**config.mk**
```make
export PLATFORM = sky130hd
export DESIGN_NAME = phase1_sequencer
export DESIGN_NICKNAME = d
export VERILOG_FILES = /design/src/rtl/phase1_sequencer.sv
export SDC_FILE = /design/constraint.sdc
export NUM_CORES = 1
export LEC_CHECK = 0
export BUFFER_PORTS_ARGS = -buffer_cell sky130_fd_sc_hd__buf_2
export CAP_MARGIN = 40
export CORE_AREA = 2 2 116 118
export CTS_BUF_LIST = sky130_fd_sc_hd__clkbuf_8
export CTS_CLUSTER_DIAMETER = 150
export CTS_CLUSTER_SIZE = 14
export DETAILED_ROUTE_END_ITERATION = 7
export DIE_AREA = 0 0 118 120
export PLACE_DENSITY_LB_ADDON = 0.25
export SETUP_SLACK_MARGIN = 0.2
export SYNTH_ARGS = -nofsm -noshare
export SYNTH_HDL_FRONTEND = slang
export SYNTH_SLANG_ARGS = --single-unit
```
**constraint.sdc**
```tcl
create_clock -name clk -period 2.59 [get_ports clk]
set_input_delay 0.259 -clock clk [delete_from_list [all_inputs] [get_ports clk]]
set_output_delay 0.259 -clock clk [all_outputs]
set_load 0.02 [all_outputs]
```
**src/rtl/phase1_sequencer.sv**
```systemverilog
// Phase-1 sequencer: enables the four Phase-1 puzzles one at a time in order,
// confirms each clear, dwells on the solved puzzle, then advances. It enforces a
// single phase-wide time budget and owns the shared display bus and motor line.
module phase1_sequencer #(
  parameter logic [31:0] HOLD_CYCLES  = 32'd50_000_000,
  parameter logic [31:0] TIME_LIMIT   = 32'd3_000_000_000,
  parameter logic [31:0] DONE_PATTERN = 32'h0000_0000,
  parameter logic [31:0] FAIL_PATTERN = 32'hEEEE_EEEE
) (
  input  logic          clk,
  input  logic          rst_n,
  input  logic          start,
  input  logic          abort,
  input  logic [3:0]    puzzle_clear,
  input  logic [3:0]    puzzle_motor,
  input  logic [127:0]  puzzle_seg,
  output logic [3:0]    puzzle_enable,
  output logic [31:0]   seg_display,
  output logic          motor_pulse,
  output logic [1:0]    stage,
  output logic          phase_done,
  output logic          phase_fail
);

  localparam logic [31:0] HOLD_LAST  = HOLD_CYCLES - 32'd1;
  localparam logic [31:0] TIME_LAST  = TIME_LIMIT - 32'd1;
  localparam logic [31:0] BLANK      = 32'hFFFF_FFFF;

  typedef enum logic [2:0] {
    S_IDLE,
    S_RUN,
    S_HOLD,
    S_DONE,
    S_FAIL
  } state_t;

  state_t      state;
  logic [31:0] timer;
  logic [31:0] hold_cnt;

  // Signals of the puzzle currently selected by stage
  logic        cur_clear;
  logic        cur_motor;
  logic [31:0] cur_seg;

  // Select the active puzzle's clear, motor pulse and display slice
  always_comb begin
    cur_clear = puzzle_clear[stage];
    cur_motor = puzzle_motor[stage];
    cur_seg   = puzzle_seg[{stage, 5'b0} +: 32];
  end

  // Phase FSM with registered enable/status outputs and the registered display/motor mux
  always_ff @(posedge clk or negedge rst_n) begin
    if (!rst_n) begin
      state         <= S_IDLE;
      stage         <= 2'd0;
      timer         <= 32'd0;
      hold_cnt      <= 32'd0;
      puzzle_enable <= 4'b0000;
      seg_display   <= BLANK;
      motor_pulse   <= 1'b0;
      phase_done    <= 1'b0;
      phase_fail    <= 1'b0;
    end else begin
      // Output mux lags the puzzle inputs by one cycle and follows the current state
      case (state)
        S_RUN, S_HOLD: begin
          seg_display <= cur_seg;
          motor_pulse <= cur_motor;
        end
        S_DONE: begin
          seg_display <= DONE_PATTERN;
          motor_pulse <= 1'b0;
        end
        S_FAIL: begin
          seg_display <= FAIL_PATTERN;
          motor_pulse <= 1'b0;
        end
        default: begin
          seg_display <= BLANK;
          motor_pulse <= 1'b0;
        end
      endcase

      if (abort) begin
        // Abort overrides everything, including a simultaneous start
        state         <= S_IDLE;
        stage         <= 2'd0;
        timer         <= 32'd0;
        hold_cnt      <= 32'd0;
        puzzle_enable <= 4'b0000;
        phase_done    <= 1'b0;
        phase_fail    <= 1'b0;
      end else begin
        case (state)
          S_IDLE, S_DONE, S_FAIL: begin
            if (start) begin
              state         <= S_RUN;
              stage         <= 2'd0;
              timer         <= 32'd0;
              hold_cnt      <= 32'd0;
              puzzle_enable <= 4'b0001;
              phase_done    <= 1'b0;
              phase_fail    <= 1'b0;
            end
          end

          S_RUN: begin
            if (cur_clear) begin
              // A clear beats a simultaneous timeout. The timer saturates at its
              // last value so the budget is exhausted on the next RUN cycle.
              state    <= S_HOLD;
              hold_cnt <= 32'd0;
              if (timer != TIME_LAST) begin
                timer <= timer + 32'd1;
              end
            end else if (timer == TIME_LAST) begin
              state         <= S_FAIL;
              puzzle_enable <= 4'b0000;
              phase_fail    <= 1'b1;
            end else begin
              timer <= timer + 32'd1;
            end
          end

          S_HOLD: begin
            // Enable stays on so the solved puzzle keeps its final display; timer frozen
            if (hold_cnt == HOLD_LAST) begin
              hold_cnt <= 32'd0;
              if (stage == 2'd3) begin
                state         <= S_DONE;
                puzzle_enable <= 4'b0000;
                phase_done    <= 1'b1;
              end else begin
                // Enable hops to the next puzzle; dropping the old enable resets that puzzle
                state         <= S_RUN;
                stage         <= stage + 2'd1;
                puzzle_enable <= puzzle_enable << 1;
              end
            end else begin
              hold_cnt <= hold_cnt + 32'd1;
            end
          end

          default: begin
            state         <= S_IDLE;
            stage         <= 2'd0;
            timer         <= 32'd0;
            hold_cnt      <= 32'd0;
            puzzle_enable <= 4'b0000;
            phase_done    <= 1'b0;
            phase_fail    <= 1'b0;
          end
        endcase
      end
    end
  end

endmodule

```
== Word level (Yosys, flattened, before mapping) ==
Index checks and enable logic that the tools add are counted.
Storage, ports and cells
  bits in registers: 108
  output and inout bits: 41
Cells by class
  shift operators: 1
  add/sub/neg operators: 3
  equality and inequality tests: 20
  mux-type cells: 44
  reduce and logical (&&, ||, !) cells: 10
  order comparisons: 1
Operators with widths (count)
  case mux 32 bit (3 select lines): 3
  2-to-1 mux 32 bit: 8
  variable part select 128 x 8 -> 32 bit: 1
  adder 32 x 1 -> 32 bit (second input constant): 2
  equality test 32 x 26 -> 1 bit (second input constant): 1
  equality test 32 bit (second input constant): 1
  != test 32 bit (second input constant): 1
  2-to-1 mux 4 bit: 6
  != test 3 bit (second input constant): 7
  AND reduction 4 bit: 5
  2-to-1 mux 3 bit: 5
  != test 4 bit (second input constant): 3
  case mux 4 bit (3 select lines): 1
  2-to-1 mux 1 bit: 10
  2-to-1 mux 2 bit: 5
  case mux 3 bit (3 select lines): 1
  equality test 3 x 2 -> 1 bit (second input constant): 2
  case mux 1 bit (3 select lines): 2
  case mux 2 bit (3 select lines): 1
  binary-select mux 1 bit (select 2 bit): 2
  != test 2 bit (second input constant): 2
  equality test 3 x 1 -> 1 bit (second input constant): 1
  equality test 3 bit (second input constant): 1
  logical NOT 3 bit: 1
  7 further kinds: 7

== Longest topological paths before layout ==
  word-level depth: 5
  mapped depth: 9

== Worst setup path before layout ==
No wires, ideal clock.
  path type: register -> register
  start: register stage[0]
  end: register hold_cnt[20]
  slack: 0.482 ns
  data arrival time: 1.987 ns
  library setup time: 0.121 ns
  buffers on the path: 2
  stages on the path, launching flop included: 9
  path through: dfrtp_1 -> buf_6 -> mux4_2 -> nor2_4 -> or2_2 -> buf_6 -> nor4_2 -> xnor2_1 -> nor2_1
On the way
  longest elaborated chain between the ends: 4
Ends and longest elaborated chain
  start: declaration: RTL line 20  | output logic [1:0] stage,
  start signal: assignment: RTL line 138  | stage <= stage + 2'd1;
  binary-select mux 1 bit (select 2 bit): RTL line 48  | cur_clear = puzzle_clear[stage];
  2-to-1 mux 1 bit (implied by the code): RTL line 48
  != test 3 bit (no source line)
  AND reduction 2 bit (no source line)
  end signal: assignment: RTL line 142  | hold_cnt <= hold_cnt + 32'd1;
  end: declaration: RTL line 39  | logic [31:0] hold_cnt;
No other way between the ends. The select of a mux whose other input is x is not followed.
A chain may end at the register's enable or synchronous reset.

== Worst setup path after layout ==
  start: register hold_cnt[16]
  end: register stage[0]
On the way
  longest elaborated chain between the ends: 3
Ends and longest elaborated chain
  equality test 32 x 26 -> 1 bit: RTL line 129  | if (hold_cnt == HOLD_LAST) begin
  != test 3 bit (no source line)
  AND reduction 4 bit (no source line)
No other way between the ends.

==> impl_metrics.json <==
{
  "hp-class": "in2reg",
  "path_class": "reg2reg",
  "min-delay-start": "puzzle_motor[3]",
  "drc": 0,
  "io_pins": 181,
  "ir_drop_uv": 488.7,
  "whs_ns": 0.3313,
  "crit_chain": "nor4bb_1 -> nand4b_1 -> o41ai_2 -> and2b_2 -> a21boi_2 -> mux2_2",
  "min_period_ns": 2.350,
  "cts_tree": "done",
  "grt_pass1_wl_um": 26500,
  "gp_congestion": 0.9031,
  "crit_path_max_fanout": 7,
  "clock_path_buffers": 2,
  "synth_enable_flop_cells": 0,
  "synth_cell_types": 67,
  "design_area_mm2": 0.007689,
  "grt_use_total": 0.2327,
  "ys_warn_count": 0,
  "crit_path_end_kind": "flip-flop",
  "drive_gt1_frac": 0.4007,
  "syn_nets": 748,
  "r2r-end": "stage[0]",
  "clock.fmax_mhz": 425.6,
  "vias": 5529,
  "rows": 42,
  "vias_per_cell": 5.653,
  "final_antenna_net_count": 0,
  "cts_buffers": 9,
  "fillCellCount": 1114,
  "critPathSlowestCell": "dfrtp_1",
  "drtIter0Drc": 420,
  "seqCellArea_mm2": 0.002745,
  "worstReg2RegStart": "hold_cnt[16]",
  "worst_setup_path_start_kind": "flip-flop",
  "antenna_found_initial": 1,
  "synth_ff_type": "dfrtp_1",
  "grt_start_max_net_pins": 55,
  "cts-root-buf": "clkbuf_8",
  "async_flop_share": 1.000,
  "synthCells": 605,
  "ys_seq_area_frac": 0.4367,
  "rrSetupSlack_ns": 0.24,
  "status": "finished, final reports clean",
  "relSlewSlack": 0.5031,
  "ys_ff_latch": 108,
  "die-area_mm2": 0.01416,
  "worst_slack_ns": 0.2402,
  "ff2ff_path_depth": 6,
  "multi_input_area_mm2": 0.003247,
  "max_stage_delay_ns": 0.46,
  "netlist_area_mm2": 0.006280,
  "coreArea_mm2": 0.01298,
  "htree_levels": 3,
  "setup_viol": 0,
  "crit_arrival_ns": 2.63,
  "leakagePower_nw": 3.279,
  "synth_area_leader_cell": "dfrtp_1",
  "synthTopCellsByArea": "dfrtp_1 30%, dfstp_2 13%, mux4_2 12%",
  "dr.pass1.iters": 5,
  "wl_per_cell_um": 16.66,
  "grt-ovfl-total": 0,
  "whs_endpoint": "motor_pulse",
  "wl_um": 16290,
  "start_util": 0.4838,
  "io_buffers": 180,
  "cp.required_ns": 2.87,
  "synthTopCellsByCount": "76 x dfrtp_1, 67 x nor2_1, 47 x o21ai_0",
  "insertion_delay_ns": 0.39,
  "cts_sinks": 108,
  "synth_top_area_share": 0.3028,
  "final.setup.tns_ns": 0,
  "clk_pin_slew_ns": 0.10,
  "die_y_um": 120,
  "rsz0062_at_grt": "true",
  "hold_viol_final": 0,
  "area_delta_synth_final_pct": 22.43,
  "drv_slew": 0,
  "p_per_area_mw_per_mm2": 647.6,
  "skew_ns": 0.01140,
  "layout.nets": 939,
  "die_w_um": 118,
  "preCtsSetupSlack_ns": 0.2143,
  "power_mw": 4.979,
  "syn-mean-instance-area_um2": 10.38,
  "synth.most_common_cell": "dfrtp_1",
  "worst_pin_slew_ns": 0.7454,
  "post-dp-hpwl_um": 12380,
  "max_cap_violations": 0,
  "period_share": 0.9073,
  "grt_pass1_vias": 5603,
  "hold_depth": 3,
  "place_area_mm2": 0.007432
}
[metrics by stage]
stage	util	cells
floorplan	-	605
global placement	0.5726	954
detailed placement	0.5726	954
CTS	0.5878	971
global route	0.5923	978
finish	0.5923	978
[kinds of logic after synthesis]
logic type | synth area share
muxes | 0.1319
xor gates and xnor gates | 0.05439
AOI/OAI and AO/OA | 0.1186
adders and majority gates | 0.01873
buffers and inverters | 0.04941
and+or+nand+nor | 0.1903
DFF | 0.4367
[placed cells by master, fill, tap and decap left out, types with 4 or more instances in the layout]
master    count
nor2b_1       4
nor3_1        8
inv_1        43
nor2_1       67
nand3_1      17
mux4_2       34
and2_1        6
or2_2         5
dfrtp_1      74
maj3_1        8
mux2i_1       4
nand2b_1      5
and3_1        8
buf_2       179
and4_1        4
xor2_1       18
a31oi_1       4
a21oi_1      24
xnor2_1      21
dfstp_2      32
nand2_1      42
clkbuf_8     11
a211oi_1      7
nand4_1      21
buf_4        30
o21ai_0      47
o31ai_1      10
[state kept, by name, indices dropped and copies added (netlist names)]
name / flops
motor_pulse: 1
timer: 32
state: 3
phase_fail: 1
stage: 2
seg_display: 32
hold_cnt: 32
phase_done: 1
puzzle_enable: 4
[routing by layer]
| layer | up-vias | GRT usage | wire length, um |
|---|---|---|---|
| met5 | - | 0 | 0 |
| met4 | 0 | 0.1069 | 366 |
| met3 | 27 | 0.03707 | 846 |
| met2 | 194 | 0.4142 | 8500 |
| met1 | 2744 | 0.2770 | 6579 |
| li1 | 2564 | - | - |
[worst max-delay path: cells and delay by family, from the launching register on]
kind	cells	cell delay [ns]
AO/OA/AOI/OAI	2	0.66
flip-flops	1	0.46
multiplexers	1	0.34
AND/OR/NAND/NOR	3	0.80
[layout make-up]
cell class,instances,area share
clock inverters,5,0.004394
flip-flops and latches,108,0.3570
inverters,42,0.02050
diodes,1,0.0003255
well taps,176,0.02864
clock buffers,11,0.01969
repair buffers,210,0.1471
multi-input cells,425,0.4223
[how the worst max path moves through the flow]
stage | slack [ns] | end | from | depth (start not counted)
after floorplan | 0.48 | hold_cnt[20] | stage[0] | 8
after global routing | 0.13 | stage[0] | hold_cnt[16] | 6
final | 0.24 | stage[0] | hold_cnt[16] | 6
after global placement | 0.28 | stage[0] | hold_cnt[16] | 6
after detailed placement | 0.21 | timer[27] | timer[27] | 7
after CTS | 0.24 | stage[0] | hold_cnt[29] | 6
[report_power, final]
part	leakage (nW)	switching, mW	total [mW]	internal (mW)
registers	1.39	0.132	2.24	2.11
logic	1.79	1.12	1.75	0.632
clock network	0.0975	0.582	0.987	0.405
[repair_timing]
action | 4_1_cts | 5_1_grt
endpoints found under the hold margin | 51 | 0
gates resized for setup | 2 | 3
pin swaps | 0 | 1
setup endpoints to repair | 2 | 30
buffers inserted | 0 | 6
hold buffers | 1 | 0
(Power assumes the default switching activity.)
